--- src/rtl/motion_pkg.sv ---
// motion_pkg: shared definitions for the motion ramp controller.
//   - direction codes driven to the four-motor direction/PWM stage
//   - sequencer state encoding
//   - clamp_target(): command (direction, speed) -> duty target
package motion_pkg;

  localparam logic [1:0] DIR_FWD   = 2'd0;
  localparam logic [1:0] DIR_LEFT  = 2'd1;
  localparam logic [1:0] DIR_RIGHT = 2'd2;
  localparam logic [1:0] DIR_STOP  = 2'd3;

  // Width of the clamp helper arguments; callers zero-extend into it.
  localparam int unsigned CLAMP_W = 64;

  typedef enum logic [1:0] {
    IDLE    = 2'd0,
    RAMP_DN = 2'd1,
    RAMP_UP = 2'd2,
    RUN     = 2'd3
  } state_t;

  // Stop maps to zero duty; any other direction is limited to the period.
  function automatic logic [CLAMP_W-1:0] clamp_target(
    input logic [1:0]         cmd_dir,
    input logic [CLAMP_W-1:0] speed,
    input logic [CLAMP_W-1:0] limit
  );
    if (cmd_dir == DIR_STOP) begin
      return '0;
    end
    return (speed > limit) ? limit : speed;
  endfunction

endpackage

--- src/rtl/ramp_tick_gen.sv ---
// ramp_tick_gen: free-running prescaler that paces the duty ramp.
// The counter runs 0..STEP_DIV-1 and tick_c is high for the single cycle in
// which it sits at STEP_DIV-1.
// Ports:
//   clk     in   system clock
//   rst     in   synchronous reset, active-high (counter to 0)
//   tick_c  out  one-cycle ramp tick (decoded from the counter)
module ramp_tick_gen #(
  parameter int unsigned STEP_DIV = 859
) (
  input  logic clk,
  input  logic rst,
  output logic tick_c
);

  localparam int unsigned CNT_W = (STEP_DIV > 2) ? $clog2(STEP_DIV) : 1;
  localparam logic [CNT_W-1:0] CNT_MAX = CNT_W'(STEP_DIV - 1);

  logic [CNT_W-1:0] cnt;

  // Prescaler counter, wraps at STEP_DIV-1.
  always_ff @(posedge clk) begin
    if (rst) begin
      cnt <= '0;
    end else if (cnt == CNT_MAX) begin
      cnt <= '0;
    end else begin
      cnt <= cnt + CNT_W'(1);
    end
  end

  assign tick_c = (cnt == CNT_MAX);

endmodule

--- src/rtl/motion_ramp_ctrl.sv ---
// motion_ramp_ctrl: sequencer between the remote-command decoder and the
// four-motor direction/PWM stage. Accepts (direction, speed) commands over a
// valid/ready handshake, ramps the shared duty in STEP increments once per
// ramp tick, and always brings the duty to zero before changing direction so
// the H-bridges never see a live reversal. e_stop forces an immediate stop.
//
// Build option MOTION_WDOG_EN: when defined, a command-link watchdog counts
// ramp ticks outside IDLE and, after WDOG_TICKS ticks with no accepted command,
// pulses wdog_trip and applies an internal stop. When undefined the watchdog
// is not built, wdog_trip is tied low and the last command is held forever.
//
// Ports:
//   clk        in   system clock
//   rst        in   synchronous reset, active-high
//   cmd_valid  in   command present
//   cmd_ready  out  command accepted when valid & ready (combinational)
//   cmd_dir    in   0 fwd, 1 left, 2 right, 3 stop
//   cmd_speed  in   target duty in clk cycles
//   e_stop     in   level emergency stop
//   dir        out  direction code to the PWM stage
//   period     out  PWM period (constant PERIOD)
//   duty       out  shared duty, fanned out to all four wheels by the parent
//   busy       out  ramp in progress
//   wdog_trip  out  one-cycle pulse on watchdog expiry
module motion_ramp_ctrl
  import motion_pkg::*;
#(
  parameter int unsigned N          = 32,
  parameter int unsigned PERIOD     = 85899,
  parameter int unsigned STEP_DIV   = 859,
  parameter int unsigned STEP       = 4295,
  parameter int unsigned WDOG_TICKS = 500
) (
  input  logic         clk,
  input  logic         rst,
  input  logic         cmd_valid,
  output logic         cmd_ready,
  input  logic [1:0]   cmd_dir,
  input  logic [N-1:0] cmd_speed,
  input  logic         e_stop,
  output logic [1:0]   dir,
  output logic [N-1:0] period,
  output logic [N-1:0] duty,
  output logic         busy,
  output logic         wdog_trip
);

  localparam logic [N-1:0] PERIOD_N = N'(PERIOD);
  localparam logic [N-1:0] STEP_N   = N'(STEP);

  // Elaboration-time parameter sanity.
  if (STEP_DIV < 2) begin : g_bad_step_div
    $error("motion_ramp_ctrl: STEP_DIV must be at least 2");
  end
  if (WDOG_TICKS == 0) begin : g_bad_wdog_ticks
    $error("motion_ramp_ctrl: WDOG_TICKS must be nonzero");
  end

  state_t       state, state_nx;
  logic [1:0]   dir_nx;
  logic [N-1:0] duty_nx;
  logic [N-1:0] tgt, tgt_nx;
  logic [1:0]   pend_dir, pend_dir_nx;
  logic [N-1:0] pend_tgt, pend_tgt_nx;
  logic         pend_vld, pend_vld_nx;
  logic         busy_nx;

  logic         tick;
  logic         accept;
  logic         expire;
  logic [N-1:0] target;
  logic [1:0]   req_dir;
  logic [N-1:0] req_tgt;
  logic [N:0]   up_sum;
  logic [N:0]   dn_floor;

  ramp_tick_gen #(
    .STEP_DIV (STEP_DIV)
  ) u_tick (
    .clk    (clk),
    .rst    (rst),
    .tick_c (tick)
  );

  assign period    = PERIOD_N;
  assign cmd_ready = ((state == IDLE) || (state == RUN)) && !e_stop && !rst;
  assign accept    = cmd_valid && cmd_ready;
  assign target    = N'(clamp_target(cmd_dir, CLAMP_W'(cmd_speed), CLAMP_W'(PERIOD_N)));

`ifdef MOTION_WDOG_EN
  localparam int unsigned WD_W = $clog2(WDOG_TICKS + 1);
  localparam logic [WD_W-1:0] WD_LAST = WD_W'(WDOG_TICKS - 1);

  logic [WD_W-1:0] wd_cnt, wd_cnt_nx;
  logic            wd_armed, wd_armed_nx;

  // Expiry is only possible while armed, i.e. after an accept and before the
  // trip; the count then stays at zero until the next accepted command.
  assign expire = (state != IDLE) && wd_armed && tick && (wd_cnt == WD_LAST);

  // Watchdog next-state: accept beats expiry, e_stop beats everything.
  always_comb begin
    wd_cnt_nx   = wd_cnt;
    wd_armed_nx = wd_armed;
    if (e_stop) begin
      wd_cnt_nx = '0;
    end else if (accept) begin
      wd_cnt_nx   = '0;
      wd_armed_nx = 1'b1;
    end else if (expire) begin
      wd_cnt_nx   = '0;
      wd_armed_nx = 1'b0;
    end else if (state == IDLE) begin
      wd_cnt_nx = '0;
    end else if (tick && wd_armed) begin
      wd_cnt_nx = wd_cnt + WD_W'(1);
    end
  end

  // Watchdog registers and trip pulse.
  always_ff @(posedge clk) begin
    if (rst) begin
      wd_cnt    <= '0;
      wd_armed  <= 1'b0;
      wdog_trip <= 1'b0;
    end else begin
      wd_cnt    <= wd_cnt_nx;
      wd_armed  <= wd_armed_nx;
      wdog_trip <= expire && !e_stop && !accept;
    end
  end
`else
  assign expire    = 1'b0;
  assign wdog_trip = 1'b0;
`endif

  // Sequencer next-state and datapath.
  always_comb begin
    state_nx    = state;
    dir_nx      = dir;
    duty_nx     = duty;
    tgt_nx      = tgt;
    pend_dir_nx = pend_dir;
    pend_tgt_nx = pend_tgt;
    pend_vld_nx = pend_vld;
    req_dir     = cmd_dir;
    req_tgt     = target;
    // N+1-bit sums so neither the up step nor the down threshold can wrap.
    up_sum      = {1'b0, duty} + {1'b0, STEP_N};
    dn_floor    = {1'b0, tgt} + {1'b0, STEP_N};

    // A watchdog expiry behaves exactly like an accepted stop command.
    if (expire && !accept) begin
      req_dir = DIR_STOP;
      req_tgt = '0;
    end

    if (e_stop) begin
      state_nx    = IDLE;
      duty_nx     = '0;
      dir_nx      = DIR_STOP;
      tgt_nx      = '0;
      pend_vld_nx = 1'b0;
    end else if (accept || expire) begin
      if ((req_dir == dir) || (duty == '0)) begin
        // Same direction or already stopped: retarget directly.
        if (!((req_dir == DIR_STOP) && (duty != '0))) begin
          dir_nx = req_dir;
        end
        tgt_nx      = req_tgt;
        pend_vld_nx = 1'b0;
        if (req_tgt > duty) begin
          state_nx = RAMP_UP;
        end else if (req_tgt < duty) begin
          state_nx = RAMP_DN;
        end else if (req_tgt == '0) begin
          state_nx = IDLE;
        end else begin
          state_nx = RUN;
        end
      end else begin
        // Direction change under load: park the request, ramp to zero first.
        pend_dir_nx = req_dir;
        pend_tgt_nx = req_tgt;
        pend_vld_nx = 1'b1;
        tgt_nx      = '0;
        state_nx    = RAMP_DN;
      end
    end else if (tick) begin
      case (state)
        RAMP_UP: begin
          duty_nx = (up_sum > {1'b0, tgt}) ? tgt : up_sum[N-1:0];
          if (duty_nx == tgt) begin
            state_nx = RUN;
          end
        end
        RAMP_DN: begin
          duty_nx = ({1'b0, duty} > dn_floor) ? (duty - STEP_N) : tgt;
          if (duty_nx == tgt) begin
            if (pend_vld) begin
              // Bridges are idle at zero duty: safe to switch direction now.
              dir_nx      = pend_dir;
              tgt_nx      = pend_tgt;
              pend_vld_nx = 1'b0;
              state_nx    = (pend_tgt == '0) ? IDLE : RAMP_UP;
            end else if (tgt != '0) begin
              state_nx = RUN;
            end else begin
              dir_nx   = DIR_STOP;
              state_nx = IDLE;
            end
          end
        end
        default: begin
        end
      endcase
    end

    busy_nx = (state_nx == RAMP_UP) || (state_nx == RAMP_DN);
  end

  // State and output registers.
  always_ff @(posedge clk) begin
    if (rst) begin
      state    <= IDLE;
      dir      <= DIR_STOP;
      duty     <= '0;
      tgt      <= '0;
      pend_dir <= DIR_STOP;
      pend_tgt <= '0;
      pend_vld <= 1'b0;
      busy     <= 1'b0;
    end else begin
      state    <= state_nx;
      dir      <= dir_nx;
      duty     <= duty_nx;
      tgt      <= tgt_nx;
      pend_dir <= pend_dir_nx;
      pend_tgt <= pend_tgt_nx;
      pend_vld <= pend_vld_nx;
      busy     <= busy_nx;
    end
  end

endmodule

--- config.mk ---
export PLATFORM = sky130hd
export DESIGN_NAME = motion_ramp_ctrl
export DESIGN_NICKNAME = d
export VERILOG_FILES = /design/src/rtl/motion_pkg.sv /design/src/rtl/ramp_tick_gen.sv /design/src/rtl/motion_ramp_ctrl.sv
export SDC_FILE = /design/constraint.sdc
export NUM_CORES = 1
export LEC_CHECK = 0
export BUFFER_PORTS_ARGS = -buffer_cell sky130_fd_sc_hd__clkbuf_2
export CAP_MARGIN = 20
export CORE_ASPECT_RATIO = 0.9
export CORE_MARGIN = 2
export CORE_UTILIZATION = 50
export CTS_CLUSTER_SIZE = 40
export DETAILED_ROUTE_END_ITERATION = 7
export HOLD_SLACK_MARGIN = 0.02
export PLACE_DENSITY = 0.69
export SYNTH_ARGS = -nofsm -noshare
export SYNTH_HDL_FRONTEND = slang
export SYNTH_SLANG_ARGS = --single-unit
--- constraint.sdc ---
create_clock -name clk -period 5.25 [get_ports clk]
set_input_delay 0.2625 -clock clk [delete_from_list [all_inputs] [get_ports clk]]
set_output_delay 0.2625 -clock clk [all_outputs]
set_load 0.02 [all_outputs]
# After elaboration in Yosys (flattened, before gate mapping)
# Cells that the tools add are included.
dict set report totals {
  register_bits 114
  inputBits 38
  out_inout_bits 69
  wordCells 100
}
dict set report op_classes {
  add_sub_neg 4
  magnitude_cmp 5
  eq_ne 13
  mux 39
  bitwise 3
  n_reduce_logical 27
}
# operator n
set op_table {}
lappend op_table {{32-bit two-way mux} 11}
lappend op_table {{32-bit zero test} 3}
lappend op_table {{32-bit by 13-bit adder with 33-bit output (second input constant)} 2}
lappend op_table {{32-bit equality test} 2}
lappend op_table {{32-bit one-hot mux with 2 select lines} 1}
lappend op_table {{32-bit nonzero test} 2}
lappend op_table {{2-bit two-way mux} 20}
lappend op_table {{32-bit by 33-bit greater-than comparator with 1-bit output} 1}
lappend op_table {{33-bit by 32-bit greater-than comparator with 1-bit output} 1}
lappend op_table {{32-bit by 17-bit greater-than comparator with 1-bit output (second input constant)} 1}
lappend op_table {{32-bit greater-than comparator} 1}
lappend op_table {{32-bit less-than comparator} 1}
lappend op_table {{32-bit by 13-bit subtractor with 32-bit output (second input constant)} 1}
lappend op_table {{10-bit by 1-bit adder with 10-bit output (second input constant)} 1}
lappend op_table {{10-bit equality test (second input constant)} 1}
lappend op_table {{2-bit nonzero test} 5}
lappend op_table {{3-bit AND reduction} 3}
lappend op_table {{2-bit equality test (second input constant)} 4}
lappend op_table {{1-bit two-way mux} 6}
lappend op_table {{6-bit AND reduction} 1}
lappend op_table {{2-bit by 1-bit equality test with 1-bit output (second input constant)} 2}
lappend op_table {{1-bit logical AND} 4}
lappend op_table {{2-bit one-hot mux with 2 select lines} 1}
lappend op_table {{4-bit AND reduction} 1}
lappend op_table {{other kinds (9)} 15}

# Longest topological paths before layout
# Gate-level depths: netlist (run 1).
dict set report logic_depth {
  word_depth 12
  depth_mapped 23
  depth_no_buf 21
}

# By module
# Synthesis (run 1) repeated with hierarchy kept, for this count alone.
dict set report unflattened {
  hier_cells 1582
  area_unflattened_um2 12130.4
}
# mod instances cells_each area_per_inst_um2 seq_area_each_um2
set modules_own_cells {}
lappend modules_own_cells {motion_ramp_ctrl 1 1532 11642.4 2082.0}
lappend modules_own_cells {ramp_tick_gen 1 50 488.0 200.2}

# Least setup slack after synthesis (run 1)
# OpenSTA, ideal clock, no wires.
dict set report synth_timing {
  path_type {register -> register}
  from {register duty[0]}
  to {register duty[8]}
  setup_ns 0.132
  arrival_ns 4.726
  required_time_ns 5.118
  path_slack_ns 0.392
  stages_incl_launch_ff 21
  n_path_buf 4
  period_less_slack_ns 4.858
  cell_sequence {dfxtp_1 clkbuf_1 inv_1 ha_1 nand2b_1 a21oi_1 clkbuf_1 or4_1 nand2_1 ha_1 a21o_1 a21o_1 a21oi_1 o21ai_0 a2111oi_0 o21a_1 clkbuf_1 clkbuf_1 a21oi_1 o221ai_1 a21oi_1}
}
dict set report synth_between {
  elab_chain_len 4
  word_cells_on_any_way 7
  cone_classes {add/sub (2); order compare (2); mux (3)}
}
# item line_no
set synth_rtl {}
lappend synth_rtl {{start: declaration} motion_ramp_ctrl.sv:43} ;# output logic [N-1:0] duty,
lappend synth_rtl {{start signal: assignment} motion_ramp_ctrl.sv:236} ;# duty <= duty_nx;
lappend synth_rtl {{32-bit by 13-bit adder with 33-bit output} motion_ramp_ctrl.sv:149} ;# up_sum = {1'b0, duty} + {1'b0, STEP_N};
lappend synth_rtl {{33-bit by 32-bit greater-than comparator with 1-bit output} motion_ramp_ctrl.sv:192} ;# duty_nx = (up_sum > {1'b0, tgt}) ? tgt : up_sum[N-1:0];
lappend synth_rtl {{32-bit two-way mux} motion_ramp_ctrl.sv:192}
lappend synth_rtl {{32-bit one-hot mux with 2 select lines *} motion_ramp_ctrl.sv:190} ;# case (state)
# Every way passes the cells marked *; elsewhere a longest branch is shown, timed or not.
# A chain may end at the register's enable or synchronous reset.

# Worst setup path in the final report (run 1)
dict set report layout_timing {
  from {register duty[1]}
  to {register duty[20]}
}
# Same word-level chain as after synthesis.

==> results of run 1 <==
-- flip-flops by register name (all words and copies together), names as in the netlist --
signal,cells
duty,32
pend_tgt,32
tgt,32
u_tick.cnt,10
dir,2
pend_dir,2
state,2
busy,1
pend_vld,1
-- cell type report --
type                       instances  area (um2)
tap                              297         372
sequential                       114        2280
timing repair buffer             197        1330
multi-input combinational       1208        8400
clock inverter                    14         166
inverter                          80         300
clock buffer                      18         439
fill                            2126        9230
-- stage by stage --
step           cells  hold WS, ns  util, %  total power [W]
2_1_floorplan   1537        0.380        -          0.00106
3_3_place_gp    1895        0.457     56.3          0.00111
3_5_place_dp    1896        0.456     56.3          0.00112
4_1_cts         1928        0.144     59.0          0.00234
5_1_grt         1928        0.151     59.0          0.00240
6_report        1928        0.148     59.0          0.00234
-- power groups by stage --
| stage | Combinational [W] | Sequential (W) | Clock (W) |
|---|---|---|---|
| floorplan | 0.000168 | 0.000894 | 0 |
| global placement | 0.000218 | 0.000895 | 0 |
| detailed placement | 0.000223 | 0.000895 | 0 |
| CTS | 0.000224 | 0.000876 | 0.00124 |
| global route | 0.000251 | 0.000877 | 0.00127 |
| finish | 0.000231 | 0.000876 | 0.00123 |
-- worst max-delay path, delay by kind of cell, from the launching register on --
kind / cells / cell delay, ns
AO/OA/AOI/OAI: 8 / 2.10
buffers and inverters: 4 / 1.05
AND/OR/NAND/NOR: 3 / 0.79
XOR/XNOR: 1 / 0.32
adder cells (fa/ha/maj): 1 / 0.32
flip-flops: 1 / 0.31
-- worst min path at each step --
stage	startpoint	to	slack [ns]	cells past startpoint
CTS	cmd_dir[0]	pend_dir[0]	0.14	2
finish	cmd_dir[0]	pend_dir[0]	0.15	2
global placement	u_tick.cnt[0]	u_tick.cnt[0]	0.46	1
floorplan	cmd_dir[0]	pend_dir[0]	0.38	1
detailed placement	u_tick.cnt[0]	u_tick.cnt[0]	0.46	1
global route	cmd_dir[0]	pend_dir[0]	0.15	2
-- cell usage after synthesis, drive strengths merged (7+ instances only) --
master	number	area, um2
a21o	34	255
xnor2	105	920
a211o	7	61.3
a311oi	8	70.1
nor3	49	257
o21a	18	135
a22oi	18	135
a21oi	80	404
nand3	47	248
o21ai	49	245
mux2i	24	240
buf	64	429
nand2	122	465
a31oi	8	50.1
nor2	115	432
o22ai	9	56.3
nor2b	10	62.6
nor4	43	312
and2	29	181
nand2b	7	43.8
or4	7	56.3
dfxtp	114	2280
inv	76	285
a211oi	49	433
xor2	14	123
clkbuf	71	267
a2111oi	9	91.3
o211ai	8	60.1
nand4	40	250
o2111ai	9	96.4
ha	103	1290
or3	9	56.3
o221ai	7	61.3
and3	17	106
a221oi	27	236
-- routing by layer --
metal | vias to the layer above | part of all wire, %
li1 | 5683 | -
met1 | 5683 | 42
met2 | 810 | 41
met3 | 119 | 14
met4 | 0 | 3.5
met5 | - | 0
-- kinds of logic (layout without fill, tap and decap cells) --
logic type,after synthesis,count (layout)
simple gates,516,516
flops,114,114
xor+xnor,124,124
buf+inv,215,309
compound gates,391,391
mux,26,26
fa+ha+maj,103,103
other cells,2,48
==> metrics.cfg, run 1 <==
[drt]
num_vias=12295
wl_per_cell_um=21.8
drcViolationCount=0
ant_nets=0
drt_first_iter_violations=1614
drtPass1Iterations=6
drt-total-wl_um=42000
viasPerCell=6.38

[timing]
rsz0062_at_grt=false
setup_ws_ns=0.260
setup_viol=0
drv_slew=0
finalCritPeriodShare_pct=95.1
max_freq_mhz=200
finClkSkew_ns=0.00987
finalSetupTns_ns=0
slew_headroom_pct=24.1
final_hold_viol_count=0
worst_pin_slew_ns=1.13
finalCriticalPeriod_ns=4.99

[placement]
port_buffers=73
dpl-instance-area_um2=12700
dp_hpwl_um=32400
post-place-ws_ns=0.278
place_congestion=1.06

[grt]
use_met1_pct=49.2
antenna_found_initial=0
gr-usage-met3_pct=8.05
grt_pass1_vias=11479
grt_usage_pct=34.7
grt_use_met2_pct=51.0
gr-max-usage-layer=met2
gr-total-overflow=0
grt_max_degree=46
grt_pass1_wl_um=64800

[status]
status=finished clean

[clock_tree]
hold_buffers=0
numCtsBuffers=17
postCtsSetupBuffers=0
cts.htree.levels=4
tritoncts=done
post_cts_resize_count=0
clock-sinks=114
cts_root_buf=clkbuf_16
clkLatencyLatePin_ns=0.44
cts_buffer_depth=2
clk_pin_slew_ns=0.07

[synth]
synth_fa_ha_area_share_pct=11.2
seq_area_frac_synth_pct=19.8
synth_area_um2=11500
yosys.area_share.simple_pct=23.0
synthDistinctLibCells=82
synthMuxAreaShare_pct=2.28
async_flop_share_pct=0
ys.flop_type=dfxtp_1
synth_top_family_by_area=compound AO/OA/AOI/OAI gates
yosys_warnings=0
syn_avg_cell_area_um2=7.71
synth_seq_cells=114
synth-xor-area-share_pct=10.0
synth-compound-area-share_pct=24.9
synth_edf_count=0
syn_inst=1491

[floorplanning]
die_h_um=148
io-pin-count=107
rows=52
dieArea_um2=24200
start_util_pct=51.1
coreArea_um2=22500
die_w_um=164

[critical_path]
cp-start-kind=flip-flop
ff2ff_setup_slack_ns=0.26
startpoint=duty[1]
path_cells=buf_4 -> or3_1 -> a21oi_1 -> buf_4 -> nor3_1 -> xnor2_1 -> ha_1 -> and4_1 -> a221o_1 -> a2111oi_0 -> buf_4 -> o21a_1 -> buf_4 -> a221oi_1 -> a21oi_1 -> a211oi_1 -> a211oi_1
timing.reg2reg.worst_path_depth=17
crit_top_cell=buf_4
arrival_ns=5.33
r2r_start=duty[1]
rr_endpoint=duty[20]
crit_slowest_cell=a21oi_1
crit_end=duty[20]
cp.required_ns=5.59
cp-end-kind=flip-flop
worst-path-max-fanout=31
worstSetupPathType=flip-flop to flip-flop
max_stage_delay_ns=0.54

[cells_and_area]
drive_above_1_share_pct=16.6
final_cell_mix=121 x nand2_1, 121 x buf_4, 115 x nor2_1
n_antenna_cell=0
syn2layout_area_growth_pct=15.5
fin_area_um2=13300
nNetsFinal=1759

[pwr]
switchingPower_w=0.000664
pwr-share-clk_pct=52.7
power.internal_w=0.00168
combPwrFrac_pct=9.9
swShare_pct=28.4
p_leak_nw=5.53
irDropWorstVdd_uv=174
power_frac_seq_pct=37.4
p_per_area_nw_per_um2=176

[job]
drv_cap=0

[min_path]
hp-class=input pin to flip-flop

No activity file was read; power rests on OpenSTA's default activity.
==> run 2, diff against run 1 <==
- ABC_AREA: default -> 1
==> metrics.cfg, run 2 <==
[cells_and_area]
fin_area_um2=14000
drive_above_1_share_pct=14.6
reg_top3=duty x32, pend_tgt x32, tgt x32
syn2layout_area_growth_pct=17.0
stdcell_count=2350
fin_util_pct=59.7
final_cell_mix=405 x nand2_1, 187 x inv_1, 160 x nand3_1
nNetsFinal=2175
final_common_cell=nand2_1

[clock_tree]
numCtsBuffers=17
cts.htree.levels=4
clock-sinks=114
tritoncts=done
cts_buffer_depth=2
clk_pin_slew_ns=0.06
cts_root_buf=clkbuf_16
clkLatencyLatePin_ns=0.44
hold_buffers=0

[pwr]
p_per_area_nw_per_um2=176
irDropWorstVdd_uv=181
p_leak_nw=6.70

[timing]
final_hold_viol_count=0
finalCritPeriodShare_pct=96.0
drv_slew=0
slew_headroom_pct=25.4
max_freq_mhz=199
finalCriticalPeriod_ns=5.04
finClkSkew_ns=0.0156
setup_viol=0
rsz0062_at_grt=true
worst_pin_slew_ns=1.12

[synth]
ys.flop_type=dfxtp_1
synth_top_area_share_pct=19.1
synth_most_common_cell=nand2_1
synth_commonest_cells=420 x nand2_1, 191 x inv_1, 164 x nand3_1
seq_area_frac_synth_pct=19.1
syn_inst=1928
async_flop_share_pct=0
synth_top_area_cell=dfxtp_1
syn_avg_cell_area_um2=6.19
yosys_warnings=0
ys_top_cells_by_area=dfxtp_1 19%, nand2_1 13%, ha_1 11%
synth_seq_cells=114
synth_area_um2=11900
synthDistinctLibCells=49
synth_edf_count=0

[critical_path]
worst-path-max-fanout=30
rr_endpoint=tgt[22]
timing.reg2reg.worst_path_depth=31
arrival_ns=5.32
crit_slowest_cell=dfxtp_1
max_stage_delay_ns=0.32
worstSetupPathType=flip-flop to flip-flop
ff2ff_setup_slack_ns=0.21
r2r_start=tgt[0]
cp-start-kind=flip-flop
cp-end-kind=flip-flop
cp.required_ns=5.53

[drt]
num_vias=13894
wl_per_cell_um=19.4
drt_first_iter_violations=1683
drtPass1Iterations=5
ant_nets=0
drt-total-wl_um=45500
drcViolationCount=0
viasPerCell=5.91

[grt]
grt_max_degree=48
grt_usage_pct=35.7
grt_pass1_wl_um=70000
antenna_found_initial=1
gr-total-overflow=0
grt_pass1_vias=12453

[placement]
dp_hpwl_um=34800
dp.cells=2302
dpl-instance-area_um2=12900
port_buffers=73
place_congestion=1.05

[min_path]
hp-class=input pin to flip-flop
hold_end=pend_tgt[6]
min_from=cmd_speed[6]
hold_path_depth=3

[status]
status=finished clean

[job]
drv_cap=0

[floorplanning]
rows=53
dieArea_um2=25100
die_h_um=151
io-pin-count=107
start_util_pct=51.0
die_w_um=167
coreArea_um2=23400

[run 2: cell count changes in the layout (fill, tap and decap cells not counted), moves of 50 or more]
cell,change
nand2_1,+284
nand3_1,+114
inv_1,+111
xnor2_1,-103
nand4_1,+68
a21oi_1,+59
o21ai_0,+50
xor2_1,+50
[run 2: final cells by class]
cell class | instances | area (um2)
antenna | 1 | 2.50
clock buffer | 17 | 425
clock inverter | 15 | 220
fill | 2373 | 9440
inverter | 225 | 846
multi-input combinational | 1513 | 8640
sequential | 114 | 2300
tap | 302 | 378
timing repair buffer | 163 | 1160
[run 2: worst max-delay path by stage]
| stage | startpoint | to | slack, ns | cells after the start |
|---|---|---|---|---|
| 2_1_floorplan | tgt[0] | tgt[24] | 0.70 | 30 |
| 3_3_place_gp | duty[1] | busy | -0.38 | 37 |
| 3_5_place_dp | duty[1] | busy | -0.39 | 37 |
| 4_1_cts | duty[1] | busy | -0.0004 | 37 |
| 5_1_grt | tgt[1] | tgt[22] | -0.05 | 35 |
| 6_report | tgt[0] | tgt[22] | 0.21 | 31 |
[run 2: metrics by stage]
stage / TNS, ns / setup slack [ns] / power [W] / hold WS [ns]
2_1_floorplan: 0 / 0.699 / 0.00107 / 0.430
3_3_place_gp: -0.625 / -0.375 / 0.00111 / 0.448
3_5_place_dp: -0.659 / -0.391 / 0.00112 / 0.452
4_1_cts: -0.000398 / -0.000398 / 0.00245 / 0.164
5_1_grt: -0.186 / -0.0480 / 0.00253 / 0.194
6_report: 0 / 0.212 / 0.00246 / 0.170
[run 2: worst max-delay path: cells and delay by family (launching register included)]
family          cells  cell delay [ns]
fa+ha+maj           2             0.53
xor+xnor            1             0.11
simple gates       20             2.70
compound gates      3             0.43
flops               1             0.32
buf+inv             5             0.79
[run 2: layer usage]
metal / GRT usage [%] / share of wire (%) / up-vias
met5: 0 / 0 / -
met3: 12.0 / 13 / 81
met1: 51.2 / 45 / 6359
met4: 9.83 / 2.4 / 0
met2: 50.5 / 40 / 782
li1: - / - / 6672
[run 2: timing repair]
item | CTS | global route
cloned | 1 | 1
buffers inserted | 2 | 10
pin swaps | 1 | 21
gates resized for setup | 6 | 80
setup endpoints to repair | 6 | 38
[run 2: kinds of logic (layout without fill, tap and decap cells)]
group / Yosys count / in the layout / synth area share, %
xor+xnor: 71 / 71 / 5.21
flops: 114 / 114 / 19.1
compound gates: 346 / 346 / 16.8
simple gates: 944 / 945 / 35.6
buf+inv: 348 / 420 / 12.4
fa+ha+maj: 103 / 103 / 10.8
other cells: 2 / 49 / 0.0629
[run 2: where the power goes]
group	total (W)	internal (W)	leakage, nW	switching (W)
registers	0.000873	0.000868	0.923	0.00000499
clock network	0.00135	0.000813	0.314	0.000532
logic	0.000243	0.0000750	5.47	0.000168
==> run 3, diff against run 2 <==
- CTS_BUF_LIST: default -> sky130_fd_sc_hd__clkbuf_8 sky130_fd_sc_hd__clkbuf_16
- GPL_ROUTABILITY_DRIVEN: default -> 0
==> metrics.cfg, run 3 (synthesized netlist as in run 2, its figures left out) <==
[status]
status=finished clean

[critical_path]
max_stage_delay_ns=0.36
cp-start-kind=flip-flop
rr_endpoint=tgt[6]
r2r_start=tgt[0]
crit_slowest_cell=ha_1
ff2ff_setup_slack_ns=0.25
worst-path-max-fanout=53
crit_top_cell=nor2_1
startpoint=tgt[0]
cp.required_ns=5.57
arrival_ns=5.32
crit_end=tgt[6]
cp-end-kind=flip-flop
timing.reg2reg.worst_path_depth=32
worstSetupPathType=flip-flop to flip-flop

[drt]
drcViolationCount=0
num_vias=13873
drt-total-wl_um=43500
viasPerCell=5.93
drt_first_iter_violations=2054
wl_per_cell_um=18.6
drtPass1Iterations=7
ant_nets=0

[pwr]
p_leak_nw=6.57
irDropWorstVdd_uv=203
p_per_area_nw_per_um2=177
total_power_w=0.00243

[cells_and_area]
drive_above_1_share_pct=12.4
multi_input_area_um2=8480
seq_area_um2=2290
final.fill_count=2295
fin_util_pct=58.5
final_cell_mix=415 x nand2_1, 190 x inv_1, 163 x nand3_1
nNetsFinal=2164
reg_top3=duty x32, pend_tgt x32, tgt x32
final_common_cell=nand2_1
syn2layout_area_growth_pct=14.6

[floorplanning]
io-pin-count=107
coreArea_um2=23400
start_util_pct=51.0
dieArea_um2=25100
die_h_um=151
die_w_um=167
rows=53

[min_path]
min_from=cmd_speed[4]
hp-class=input pin to flip-flop

[grt]
grt_max_degree=54
gr-total-overflow=0
grt_pass1_vias=12183
antenna_found_initial=1
grt_pass1_wl_um=66800
grt_usage_pct=33.8

[timing]
finalCritPeriodShare_pct=95.3
max_freq_mhz=200
setup_ws_ns=0.246
final_hold_viol_count=0
slew_headroom_pct=22.8
finClkSkew_ns=0.0228
setup_viol=0
drv_slew=0
holdWs_ns=0.150
finalCriticalPeriod_ns=5.00
worst_pin_slew_ns=1.16

[clock_tree]
hold_buffers=0
clkLatencyLatePin_ns=0.45
clk_pin_slew_ns=0.07
clock-sinks=114
numCtsBuffers=17
tritoncts=done
cts_root_buf=clkbuf_16
cts_buffer_depth=2
cts.htree.levels=4

[placement]
dp_hpwl_um=32500
port_buffers=73
post-place-ws_ns=-0.0760

[job]
drv_cap=0

run 3: cell count changes in the layout (fill, tap and decap cells not counted), sizes merged:
cell      previous run  this run
buf                 89        78
bufinv               4         3
clkbuf              91        92
clkinv              25        26
clkinvlp             1         0
run 3: through the flow:
step | setup TNS (ns) | instance area, um2 | cells
after floorplan | 0 | 12100 | 1974
after global placement | -0.0366 | 12800 | 2295
after detailed placement | -0.0760 | 12800 | 2295
after CTS | 0 | 13500 | 2332
after global routing | -0.0279 | 13700 | 2338
final | 0 | 13700 | 2339
run 3: area by class of cell:
class	instances	share of cell area [%]
Tap cell	302	2.76
Inverter	225	6.18
Clock buffer	18	3.21
Timing Repair Buffer	152	7.76
Multi-Input combinational cell	1513	62.0
Clock inverter	14	1.40
Antenna cell	1	0.0183
Sequential cell	114	16.7
run 3: per-layer routing:
metal / part of all wire (%) / up-vias / track usage, %
li1: - / 6668 / -
met1: 43 / 6195 / 48.0
met2: 40 / 884 / 47.9
met3: 14 / 124 / 10.6
met4: 3.3 / 2 / 11.4
met5: 0.032 / - / 0
run 3: power by group:
part	switching [W]	internal, W
sequential	0.00000497	0.000869
combinational	0.000165	0.0000741
clock	0.000534	0.000777
run 3: worst max-delay path, delay by kind of cell (launching register included):
kind / cells / cell delay [ns]
and+or+nand+nor: 19 / 2.31
buffers and inverters: 6 / 0.84
AOI/OAI and AO/OA: 5 / 0.82
adders and majority gates: 2 / 0.56
DFF: 1 / 0.33
run 3: worst min path at each step:
| stage | to | slack (ns) | cells after the start |
|---|---|---|---|
| 2_1_floorplan | u_tick.cnt[0] | 0.43 | 1 |
| 5_1_grt | pend_tgt[4] | 0.18 | 3 |
| 3_5_place_dp | pend_tgt[17] | 0.45 | 2 |
| 6_report | pend_tgt[4] | 0.15 | 3 |
| 3_3_place_gp | u_tick.cnt[0] | 0.44 | 1 |
| 4_1_cts | pend_tgt[4] | 0.15 | 3 |
run 3: repair_timing:
action / 4_1_cts / 5_1_grt
setup endpoints to repair: 2 / 37
gates resized for setup: 2 / 31
gates cloned: 1 / 1
buffers inserted: 4 / 4
pin swaps: 1 / 8
